<file path="src/rtl/seg7_pkg.sv">
// rtl/seg7_pkg.sv - shared 7-segment glyph table and scan-reader FSM encoding
// Purpose: glyph constants (active-high gfedcba) shared by the segment decoder
//   and the scan reader, the blank pattern, and the reader FSM state type.
// Ports: none (package).
package seg7_pkg;

  localparam logic [6:0] SEG7_BLANK = 7'h00;

  // Index = hex value; exactly one legal form per digit.
  localparam logic [6:0] SEG7_GLYPH [16] = '{
    7'h3F, 7'h06, 7'h5B, 7'h4F, 7'h66, 7'h6D, 7'h7D, 7'h07,
    7'h7F, 7'h6F, 7'h77, 7'h7C, 7'h39, 7'h5E, 7'h79, 7'h71
  };

  typedef enum logic [1:0] {
    IDLE   = 2'd0,
    SETTLE = 2'd1,
    HOLD   = 2'd2
  } seg7_state_e;

endpackage

</file>
<file path="src/rtl/seg7_glyph_decode.sv">
// rtl/seg7_glyph_decode.sv - combinational 7-segment glyph to hex decoder
// Purpose: map an active-high segment pattern back to its hex value.
// Ports:
//   seg  in  7  segments, active-high, bit0=a .. bit6=g
//   ok   out 1  pattern is one of the 16 legal glyphs
//   hex  out 4  decoded value (0 when not ok)
module seg7_glyph_decode
  import seg7_pkg::*;
(
  input  logic [6:0] seg,
  output logic       ok,
  output logic [3:0] hex
);

  always_comb begin
    ok  = 1'b0;
    hex = 4'h0;
    for (int i = 0; i < 16; i++) begin
      if (seg != SEG7_BLANK && seg == SEG7_GLYPH[i]) begin
        ok  = 1'b1;
        hex = 4'(i);
      end
    end
  end

endmodule

</file>
<file path="src/rtl/seg7_scan_reader.sv">
// rtl/seg7_scan_reader.sv - reconstructs digits from a multiplexed 7-segment bus
// Purpose: watch an active-low multiplexed display bus and capture the glyph
//   shown on each digit once it has been stable long enough.
// Ports:
//   clk         in  1          system clock, rising edge
//   rst_n       in  1          asynchronous active-low reset
//   an_n        in  DIGITS     digit enables, active-low
//   seg_n       in  7          segments a..g, active-low
//   dp_n        in  1          decimal point, active-low
//   digit_val   out 4*DIGITS   captured hex value per digit
//   digit_dp    out DIGITS     captured dp (1 = lit) per digit
//   digit_vld   out DIGITS     digit captured at least once since reset
//   digit_err   out DIGITS     last capture of the digit was not a legal glyph
//   frame_done  out 1          pulse when every digit has been captured
module seg7_scan_reader
  import seg7_pkg::*;
#(
  parameter int DIGITS        = 4,
  parameter int STABLE_CYCLES = 4
) (
  input  logic                  clk,
  input  logic                  rst_n,
  input  logic [DIGITS-1:0]     an_n,
  input  logic [6:0]            seg_n,
  input  logic                  dp_n,
  output logic [4*DIGITS-1:0]   digit_val,
  output logic [DIGITS-1:0]     digit_dp,
  output logic [DIGITS-1:0]     digit_vld,
  output logic [DIGITS-1:0]     digit_err,
  output logic                  frame_done
);

  localparam int CNT_W = $clog2(STABLE_CYCLES + 1);
  localparam int IDX_W = (DIGITS > 1) ? $clog2(DIGITS) : 1;
  localparam int BUS_W = DIGITS + 8;
  localparam logic [CNT_W-1:0] CNT_MAX    = CNT_W'(STABLE_CYCLES);
  localparam logic [CNT_W:0]   CNT_TARGET = (CNT_W + 1)'(STABLE_CYCLES);

  logic [BUS_W-1:0]  sync1, snap, prev;
  logic [DIGITS-1:0] an_act, an_low;
  logic [6:0]        seg_act;
  logic              dp_lit, one_hot, changed;
  logic [IDX_W-1:0]  idx;
  logic              dec_ok;
  logic [3:0]        dec_hex;

  seg7_state_e       state, state_nxt;
  logic [CNT_W-1:0]  cnt, cnt_nxt;
  logic [CNT_W:0]    cnt_inc;
  logic              capture;

  logic [DIGITS-1:0] seen, seen_nxt, cap_mask;

  // Idle bus is all ones, so the synchroniser resets to "no digit driven".
  always_ff @(posedge clk or negedge rst_n) begin
    if (!rst_n) begin
      sync1 <= '1;
      snap  <= '1;
      prev  <= '1;
    end else begin
      sync1 <= {an_n, seg_n, dp_n};
      snap  <= sync1;
      prev  <= snap;
    end
  end

  assign an_act  = ~snap[BUS_W-1:8];
  assign seg_act = ~snap[7:1];
  assign dp_lit  = ~snap[0];
  assign changed = (snap != prev);

  // Clearing the lowest set bit leaves zero only for a single active anode.
  assign an_low  = an_act & (an_act - DIGITS'(1));
  assign one_hot = (|an_act) && !(|an_low);

  always_comb begin
    idx = '0;
    for (int i = 0; i < DIGITS; i++) begin
      if (an_act[i]) idx = IDX_W'(i);
    end
  end

  seg7_glyph_decode u_decode (
    .seg (seg_act),
    .ok  (dec_ok),
    .hex (dec_hex)
  );

  always_ff @(posedge clk or negedge rst_n) begin
    if (!rst_n) begin
      state <= IDLE;
      cnt   <= '0;
    end else begin
      state <= state_nxt;
      cnt   <= cnt_nxt;
    end
  end

  assign cnt_inc = {1'b0, cnt} + (CNT_W + 1)'(1);

  always_comb begin
    state_nxt = state;
    cnt_nxt   = cnt;
    capture   = 1'b0;
    if (!one_hot) begin
      state_nxt = IDLE;
    end else begin
      case (state)
        IDLE: begin
          state_nxt = SETTLE;
          cnt_nxt   = CNT_W'(1);
        end
        SETTLE: begin
          if (changed) begin
            cnt_nxt = CNT_W'(1);
          end else if (cnt_inc >= CNT_TARGET) begin
            // Counter parks at its maximum; it never wraps.
            capture   = 1'b1;
            cnt_nxt   = CNT_MAX;
            state_nxt = HOLD;
          end else begin
            cnt_nxt = cnt_inc[CNT_W-1:0];
          end
        end
        HOLD: begin
          if (changed) begin
            state_nxt = SETTLE;
            cnt_nxt   = CNT_W'(1);
          end
        end
        default: state_nxt = IDLE;
      endcase
    end
  end

  assign cap_mask = capture ? (DIGITS'(1) << idx) : '0;
  assign seen_nxt = seen | cap_mask;

  always_ff @(posedge clk or negedge rst_n) begin
    if (!rst_n) begin
      digit_val  <= '0;
      digit_dp   <= '0;
      digit_vld  <= '0;
      digit_err  <= '0;
      seen       <= '0;
      frame_done <= 1'b0;
    end else begin
      if (capture) begin
        digit_vld[idx] <= 1'b1;
        digit_dp[idx]  <= dp_lit;
        digit_err[idx] <= ~dec_ok;
        if (dec_ok) digit_val[int'(idx)*4 +: 4] <= dec_hex;
      end
      // The completing capture raises the pulse in the same edge; seen then
      // restarts empty so a capture on the pulse cycle opens the next frame.
      if (seen_nxt == '1) begin
        seen       <= '0;
        frame_done <= 1'b1;
      end else begin
        seen       <= seen_nxt;
        frame_done <= 1'b0;
      end
    end
  end

endmodule

</file>
<file path="config.mk">
export PLATFORM = sky130hd
export DESIGN_NAME = seg7_scan_reader
export DESIGN_NICKNAME = d
export VERILOG_FILES = /design/src/rtl/seg7_pkg.sv /design/src/rtl/seg7_glyph_decode.sv /design/src/rtl/seg7_scan_reader.sv
export SDC_FILE = /design/constraint.sdc
export NUM_CORES = 1
export LEC_CHECK = 0
export ABC_CLOCK_PERIOD_IN_PS = 2700
export BUFFER_PORTS_ARGS = -buffer_cell sky130_fd_sc_hd__clkbuf_2
export CAP_MARGIN = 10
export CORE_MARGIN = 2
export CORE_UTILIZATION = 35
export DETAILED_ROUTE_END_ITERATION = 16
export GPL_TIMING_DRIVEN = 0
export SLEW_MARGIN = 0
export SYNTH_ARGS = -nofsm -noshare
export SYNTH_HDL_FRONTEND = slang
export SYNTH_SLANG_ARGS = --single-unit
</file>
<file path="constraint.sdc">
create_clock -name clk -period 2.7 [get_ports clk]
set_clock_uncertainty 0.1 [all_clocks]
set_input_delay 0.54 -clock clk [delete_from_list [all_inputs] [get_ports clk]]
set_output_delay 0.54 -clock clk [all_outputs]
set_load 0.005 [all_outputs]
</file>
==> impl_metrics.py, run 1 <==
metrics = {
    "critical_path": {
        "crit_path_cell_trace": "xor2_1 > nor4_2 > buf_4 > nand4_2 > or4b_1 > buf_2 > a21oi_2 > a2bb2oi_1",
        "critPathKind": "flop to flop",
        "worst_setup_path_start_kind": "flop",
        "cpMaxStageDelayCell": "dfstp_2",
        "crit_family": "simple AND/OR/NAND/NOR gates",
        "cp.arrival_ps": 2680,
        "max_stage_delay_ps": 650,
        "critPathBufInv": 2,
        "required_ps": 2870,
        "end_kind": "flop",
        "path_max_fanout": 8,
    },
    "detailed_routing": {
        "drcViolationCount": 0,
        "avgViaCountPerCell": 5.12,
        "vias": 2155,
        "wl_um": 6280,
        "drt-initial-drc-count": 90,
        "ant_nets": 0,
        "wl_per_cell_um": 14.9,
        "first_pass_iters": 4,
    },
    "global_route": {
        "grt_pass1_vias": 2171,
        "busiest_layer": "met2",
        "antenna_found_initial": 0,
        "grtUsageTotal_pct": 13.9,
        "use_met1_pct": 18.4,
        "grt_overflow": 0,
        "grt.met2_usage_pct": 21.5,
        "grt_first_pass_wirelength_um": 10500,
        "grt_max_degree": 43,
        "grtUsageMet3_pct": 3.16,
    },
    "layout": {
        "diodes": 0,
        "layout-drive-gt1-share_pct": 42.2,
        "fin_nets": 323,
        "area_growth_syn_to_layout_pct": 19.4,
        "layout.cells.non_filler": 421,
    },
    "placement": {
        "port-buffer-count": 42,
        "gp_congestion": 0.768,
        "place_inst": 402,
        "hpwl_um": 4500,
    },
    "clock_tree": {
        "postCtsHoldBufs": 0,
        "cts_made_buffers": 9,
        "cts_num_sinks": 74,
        "h-tree-depth": 3,
        "cts_buffer_depth": 2,
        "insertion_delay_ps": 350,
        "cts-root-buf": "clkbuf_8",
        "cts_tree": "yes",
        "path_clk_slew_ps": 80,
    },
    "timing": {
        "tns_ps": 0,
        "rsz0062_at_grt": "false",
        "period_minus_slack_ps": 2520,
        "fin_crit_sh_pct": 93.2,
        "tightest_slew_ps": 559,
        "drv_slew": 0,
        "clock.fmax_mhz": 398,
        "setup_viol": 0,
        "final_hold_viol_count": 0,
        "max-slew-margin-rel_pct": 62.7,
    },
    "yosys": {
        "syn_nets": 266,
        "syn_area_um2": 3170,
        "synth_seq_cells": 74,
        "synth.yosys.seq_area_share_pct": 59.9,
        "yosys_warnings": 0,
        "synth.avg_cell_area_um2": 12.6,
        "synth_edf_count": 0,
        "yosys.cell_types.count": 55,
        "synth_top_flop_cell": "dfrtp_1",
        "async_reset_ff_share_pct": 100,
        "syn-instance-count": 251,
    },
    "power_and_ir_drop": {
        "p_int_uw": 1630,
        "power_frac_seq_pct": 55.0,
        "power.leakage_uw": 0.00166,
        "p_per_area_nw_per_um2": 568,
        "p_comb_share_pct": 6.6,
        "p_total_uw": 2150,
        "ir_worst_vdd_mv": 0.214,
        "p_sw_share_pct": 24.3,
        "switching_power_uw": 522,
        "power_frac_clock_pct": 38.5,
    },
    "die": {
        "start_util_pct": 36.1,
        "die_w_um": 99.1,
        "io_pins": 43,
        "die-area_um2": 9820,
        "core_area_um2": 8760,
        "num_rows": 34,
        "die_h_um": 99.1,
    },
    "outcome": {
        "outcome": "complete, no violations",
    },
    "hold_path": {
        "hold_class": "input pin to async pin",
    },
    "job": {
        "maxCapViolCount": 0,
    },
}
==> worst paths after layout <==
check	from	end	slack, ps	cells after the start
min	rst_n	digit_val[15]$_DFFE_PN0P_	60	1
min reg2reg	sync1[8]$_DFF_PN1_	snap[8]$_DFF_PN1_	260	0
max in group asynchronous	rst_n	prev[1]$_DFF_PN1_	1820	2
max reg2reg	snap[9]$_DFF_PN1_	digit_val[9]$_DFFE_PN0P_	180	8
min in group clk	seg_n[4]	sync1[5]$_DFF_PN1_	160	1
max	snap[9]$_DFF_PN1_	digit_val[9]$_DFFE_PN0P_	180	8
==> repair_timing <==
item / in CTS / in global routing
setup endpoints to repair: 4 / 20
buffers inserted: 0 / 3
gates resized for setup: 1 / 7
pin swaps: 0 / 2
==> flip-flops by register name, indices dropped and copies added, names as in the netlist <==
| name | flops |
|---|---|
| digit_val | 16 |
| seen | 4 |
| prev | 12 |
| state | 2 |
| digit_vld | 4 |
| digit_err | 4 |
| digit_dp | 4 |
| cnt | 3 |
| frame_done | 1 |
| sync1 | 12 |
| snap | 12 |
==> cell usage in the layout (no fill, tap or decap), types with 2 or more instances in the layout <==
cell / instances
a22o_1: 2
mux2_2: 4
buf_6: 3
clkinvlp_4: 2
nor3_1: 6
nand3b_1: 2
o31a_1: 2
xnor2_1: 3
or3_1: 4
o21ai_0: 18
o31ai_1: 2
nor3_2: 3
nand4b_1: 3
o22ai_1: 2
a21oi_2: 4
buf_4: 5
o22a_1: 8
nand3_1: 3
nor4_4: 3
dfrtp_1: 38
buf_2: 7
a31oi_1: 3
nor4bb_1: 2
clkbuf_8: 10
dfstp_2: 36
clkbuf_2: 43
xor2_1: 12
clkbuf_1: 3
nand2_1: 10
nor2_1: 13
a2bb2oi_1: 8
and2_1: 2
a21oi_1: 7
nand2b_1: 9
o211ai_1: 2
==> final cells by class <==
cell class,instances,area (um^2)
fillers,839,4980
flip-flops and latches,74,1900
multi-input cells,159,1190
repair buffers,46,255
clock buffers,11,163
well taps,108,135
plain buffers,17,105
clock inverters,5,35.0
inverters,1,3.75
==> cell families (layout without fill, tap and decap cells) <==
logic type / count (synthesis) / count (layout) / synth area share, %
AOI/OAI and AO/OA: 68 / 68 / 15.8
xor gates and xnor gates: 15 / 15 / 4.15
and+or+nand+nor: 71 / 71 / 15.0
adders and majority gates: 1 / 1 / 0.395
muxes: 4 / 4 / 1.42
DFF: 74 / 74 / 59.9
buffers and inverters: 18 / 80 / 3.36
==> cell usage after synthesis (3+ instances only) <==
master     number  share of area, %
a21oi_1         7               1.1
a21oi_2         4               1.1
a2bb2oi_1       8               2.2
a31oi_1         3              0.59
buf_2           7               1.1
buf_6           3               1.1
clkbuf_1        5              0.59
dfrtp_1        38                30
dfstp_2        36                30
mux2_2          4               1.4
nand2_1        10               1.2
nand2b_1        9               1.8
nand3_1         3              0.47
nand4b_1        3              0.83
nor2_1         13               1.5
nor3_1          8               1.3
o21ai_0        18               2.8
o22a_1          8               2.2
or3_1           4              0.79
xnor2_1         3              0.83
xor2_1         12               3.3
==> power by group through the flow <==
| stage | Sequential [uW] | Combinational [uW] | Clock (uW) |
|---|---|---|---|
| floorplan | 1190 | 88.1 | 0 |
| global placement | 1200 | 135 | 0 |
| detailed placement | 1200 | 141 | 0 |
| CTS | 1180 | 141 | 852 |
| global route | 1180 | 158 | 906 |
| finish | 1180 | 141 | 826 |
==> layer usage <==
metal,wire length (um),share of wire [%],up-vias
met2,2910,46,38
met5,0,0,-
met4,115,1.8,0
met3,240,3.8,9
li1,-,-,1034
met1,3010,48,1074
==> stage by stage <==
step	hold WS (ps)	util [%]	worst slack (ps)	area (um^2)
2_1_floorplan	144	-	441	3170
3_3_place_gp	246	40.1	-64.8	3510
3_5_place_dp	247	40.3	-91.6	3530
4_1_cts	67.3	42.7	0.468	3740
5_1_grt	92.0	43.1	20.8	3780
6_report	62.8	43.1	184	3780
(Power assumes the default switching activity.)
==> inputs of run 2 (changes only) <==
- CELL_PAD_IN_SITES_DETAIL_PLACEMENT: not set -> 1
- CELL_PAD_IN_SITES_GLOBAL_PLACEMENT: not set -> 2
- PLACE_DENSITY_LB_ADDON: not set -> 0.1
==> run 2 against run 1 <==
Critical path type unchanged. Final cell count up 0.48%. Power up 4.8%. Critical path depth up 1. Fmax down 3.3%. Worst setup slack worse by 86 ps. Flip-flop and latch count unchanged. Highest routed layer unchanged. Wire length up 13%.
==> impl_metrics.py, run 2 (synthesis gave the netlist of run 1 again) <==
metrics = {
    "outcome": {
        "outcome": "complete, no violations",
    },
    "layout": {
        "layout.cells.non_filler": 423,
        "layout-drive-gt1-share_pct": 42.2,
        "final_common_cell": "clkbuf_2",
        "stdcell_area_um2": 3820,
        "top_register": "digit_val",
        "largest_register_ffs": 16,
        "postLayoutCoreUtil_pct": 43.6,
        "diodes": 0,
        "area_growth_syn_to_layout_pct": 20.8,
        "mostFrequentLayoutCells": "clkbuf_2, dfrtp_1, dfstp_2",
        "fin_nets": 325,
    },
    "job": {
        "maxCapViolCount": 0,
    },
    "timing": {
        "period_minus_slack_ps": 2600,
        "tightest_slew_ps": 611,
        "setup_viol": 0,
        "final_hold_viol_count": 0,
        "tns_ps": 0,
        "drv_slew": 0,
        "max-slew-margin-rel_pct": 59.3,
        "clock.fmax_mhz": 384,
        "fin_crit_sh_pct": 96.4,
    },
    "power_and_ir_drop": {
        "power.leakage_uw": 0.00168,
        "p_total_uw": 2250,
        "p_per_area_nw_per_um2": 589,
        "ir_worst_vdd_mv": 0.413,
    },
    "critical_path": {
        "required_ps": 2830,
        "cpMaxStageDelayCell": "dfstp_2",
        "crit_path_cell_trace": "buf_4 > xor2_1 > nor4_2 > buf_4 > nand4_2 > buf_6 > nor4b_4 > buf_4 > mux2_2",
        "critPathMostFrequentCell": "buf_4",
        "cp.arrival_ps": 2730,
        "crit_family": "buffers and inverters",
        "end_kind": "flop",
        "timing.rr.start": "snap[3]$_DFF_PN1_",
        "max_stage_delay_ps": 540,
        "critPathKind": "flop to flop",
        "worst_setup_path_start_kind": "flop",
        "crit_start": "snap[3]$_DFF_PN1_",
        "path_max_fanout": 10,
        "critPathBufInv": 4,
    },
    "clock_tree": {
        "cts_num_sinks": 74,
        "cts_tree": "yes",
        "cts_buffer_depth": 2,
        "path_clk_slew_ps": 90,
        "insertion_delay_ps": 350,
        "cts_made_buffers": 9,
        "h-tree-depth": 3,
        "cts-root-buf": "clkbuf_8",
        "postCtsHoldBufs": 0,
    },
    "placement": {
        "place_inst": 402,
        "hpwl_um": 4890,
        "placed_area_um2": 3530,
        "gp_congestion": 0.817,
        "port-buffer-count": 42,
    },
    "global_route": {
        "antenna_found_initial": 0,
        "grtUsageTotal_pct": 15.1,
        "grt_first_pass_wirelength_um": 11500,
        "grt_pass1_vias": 2155,
        "grt_overflow": 0,
        "grt_max_degree": 43,
    },
    "die": {
        "io_pins": 43,
        "die_h_um": 99.1,
        "core_area_um2": 8760,
        "start_util_pct": 36.1,
        "num_rows": 34,
        "die-area_um2": 9820,
        "die_w_um": 99.1,
    },
    "detailed_routing": {
        "drcViolationCount": 0,
        "wl_per_cell_um": 16.8,
        "wl_um": 7100,
        "avgViaCountPerCell": 5.13,
        "first_pass_iters": 4,
        "ant_nets": 0,
        "vias": 2168,
        "drt-initial-drc-count": 53,
    },
    "hold_path": {
        "hold_class": "input pin to async pin",
    },
}
[run 2: changes by cell type in the layout (fill, tap and decap cells not counted)]
| cell | delta |
|---|---|
| clkinv_4 | +1 |
| a21oi_2 | -1 |
| inv_4 | -1 |
| buf_1 | +1 |
| inv_6 | +2 |
| clkbuf_8 | -1 |
| clkinvlp_4 | -2 |
| bufinv_16 | +1 |
| a21oi_4 | +1 |
| clkbuf_2 | -1 |
| buf_4 | +2 |
[run 2: layout make-up]
class / count / area, um^2
Clock inverter: 6 / 70.1
Clock buffer: 10 / 149
Tap cell: 108 / 135
Sequential cell: 74 / 1900
Multi-Input combinational cell: 159 / 1190
Timing Repair Buffer: 48 / 270
Fill cell: 968 / 4940
Buffer: 17 / 104
Inverter: 1 / 3.75
[run 2: path summary, 6_finish.rpt]
| check | endpoint | cells after the start | slack [ps] |
|---|---|---|---|
| min in group clk | sync1[6]$_DFF_PN1_ | 1 | 160 |
| worst min-delay path | digit_vld[1]$_DFFE_PN0P_ | 1 | 70 |
| max in group asynchronous | snap[10]$_DFF_PN1_ | 2 | 1790 |
| worst max-delay path | digit_err[2]$_DFFE_PN0P_ | 9 | 100 |
| worst min register to register | snap[3]$_DFF_PN1_ | 0 | 250 |
| worst max register to register | digit_err[2]$_DFFE_PN0P_ | 9 | 100 |
[run 2: metrics by stage]
stage	hold slack, ps	setup slack, ps
finish	71.5	98.2
global route	94.1	-1.15
CTS	72.4	0.566
detailed placement	247	-61.4
global placement	245	-106
floorplan	144	441
[run 2: report_power, final]
group	total, uW	leakage, uW	internal, uW	switching [uW]
clock	922	0.000112	491	431
combinational	148	0.000666	54.1	94.3
sequential	1180	0.000904	1160	21.3
[run 2: per-layer routing]
layer  track usage [%]  up-vias  wire (um)
met5                 0        -          0
met4              6.11        0         87
met3              4.08        7        350
met2              22.0       51       3080
met1              21.4     1077       3580
li1                  -     1033          -
[run 2: repair_timing]
action	4_1_cts	5_1_grt
pin swaps	0	5
setup buffers	0	5
endpoints found under the setup margin	3	20
resized for setup	2	6
[run 2: worst reg2reg max path: stages, from the launching register on]
cell     delay, ps
dfstp_2        540
buf_4          170
xor2_1         100
nor4_2         210
buf_4          160
nand4_2        130
buf_6          190
nor4b_4        370
buf_4          190
mux2_2         320
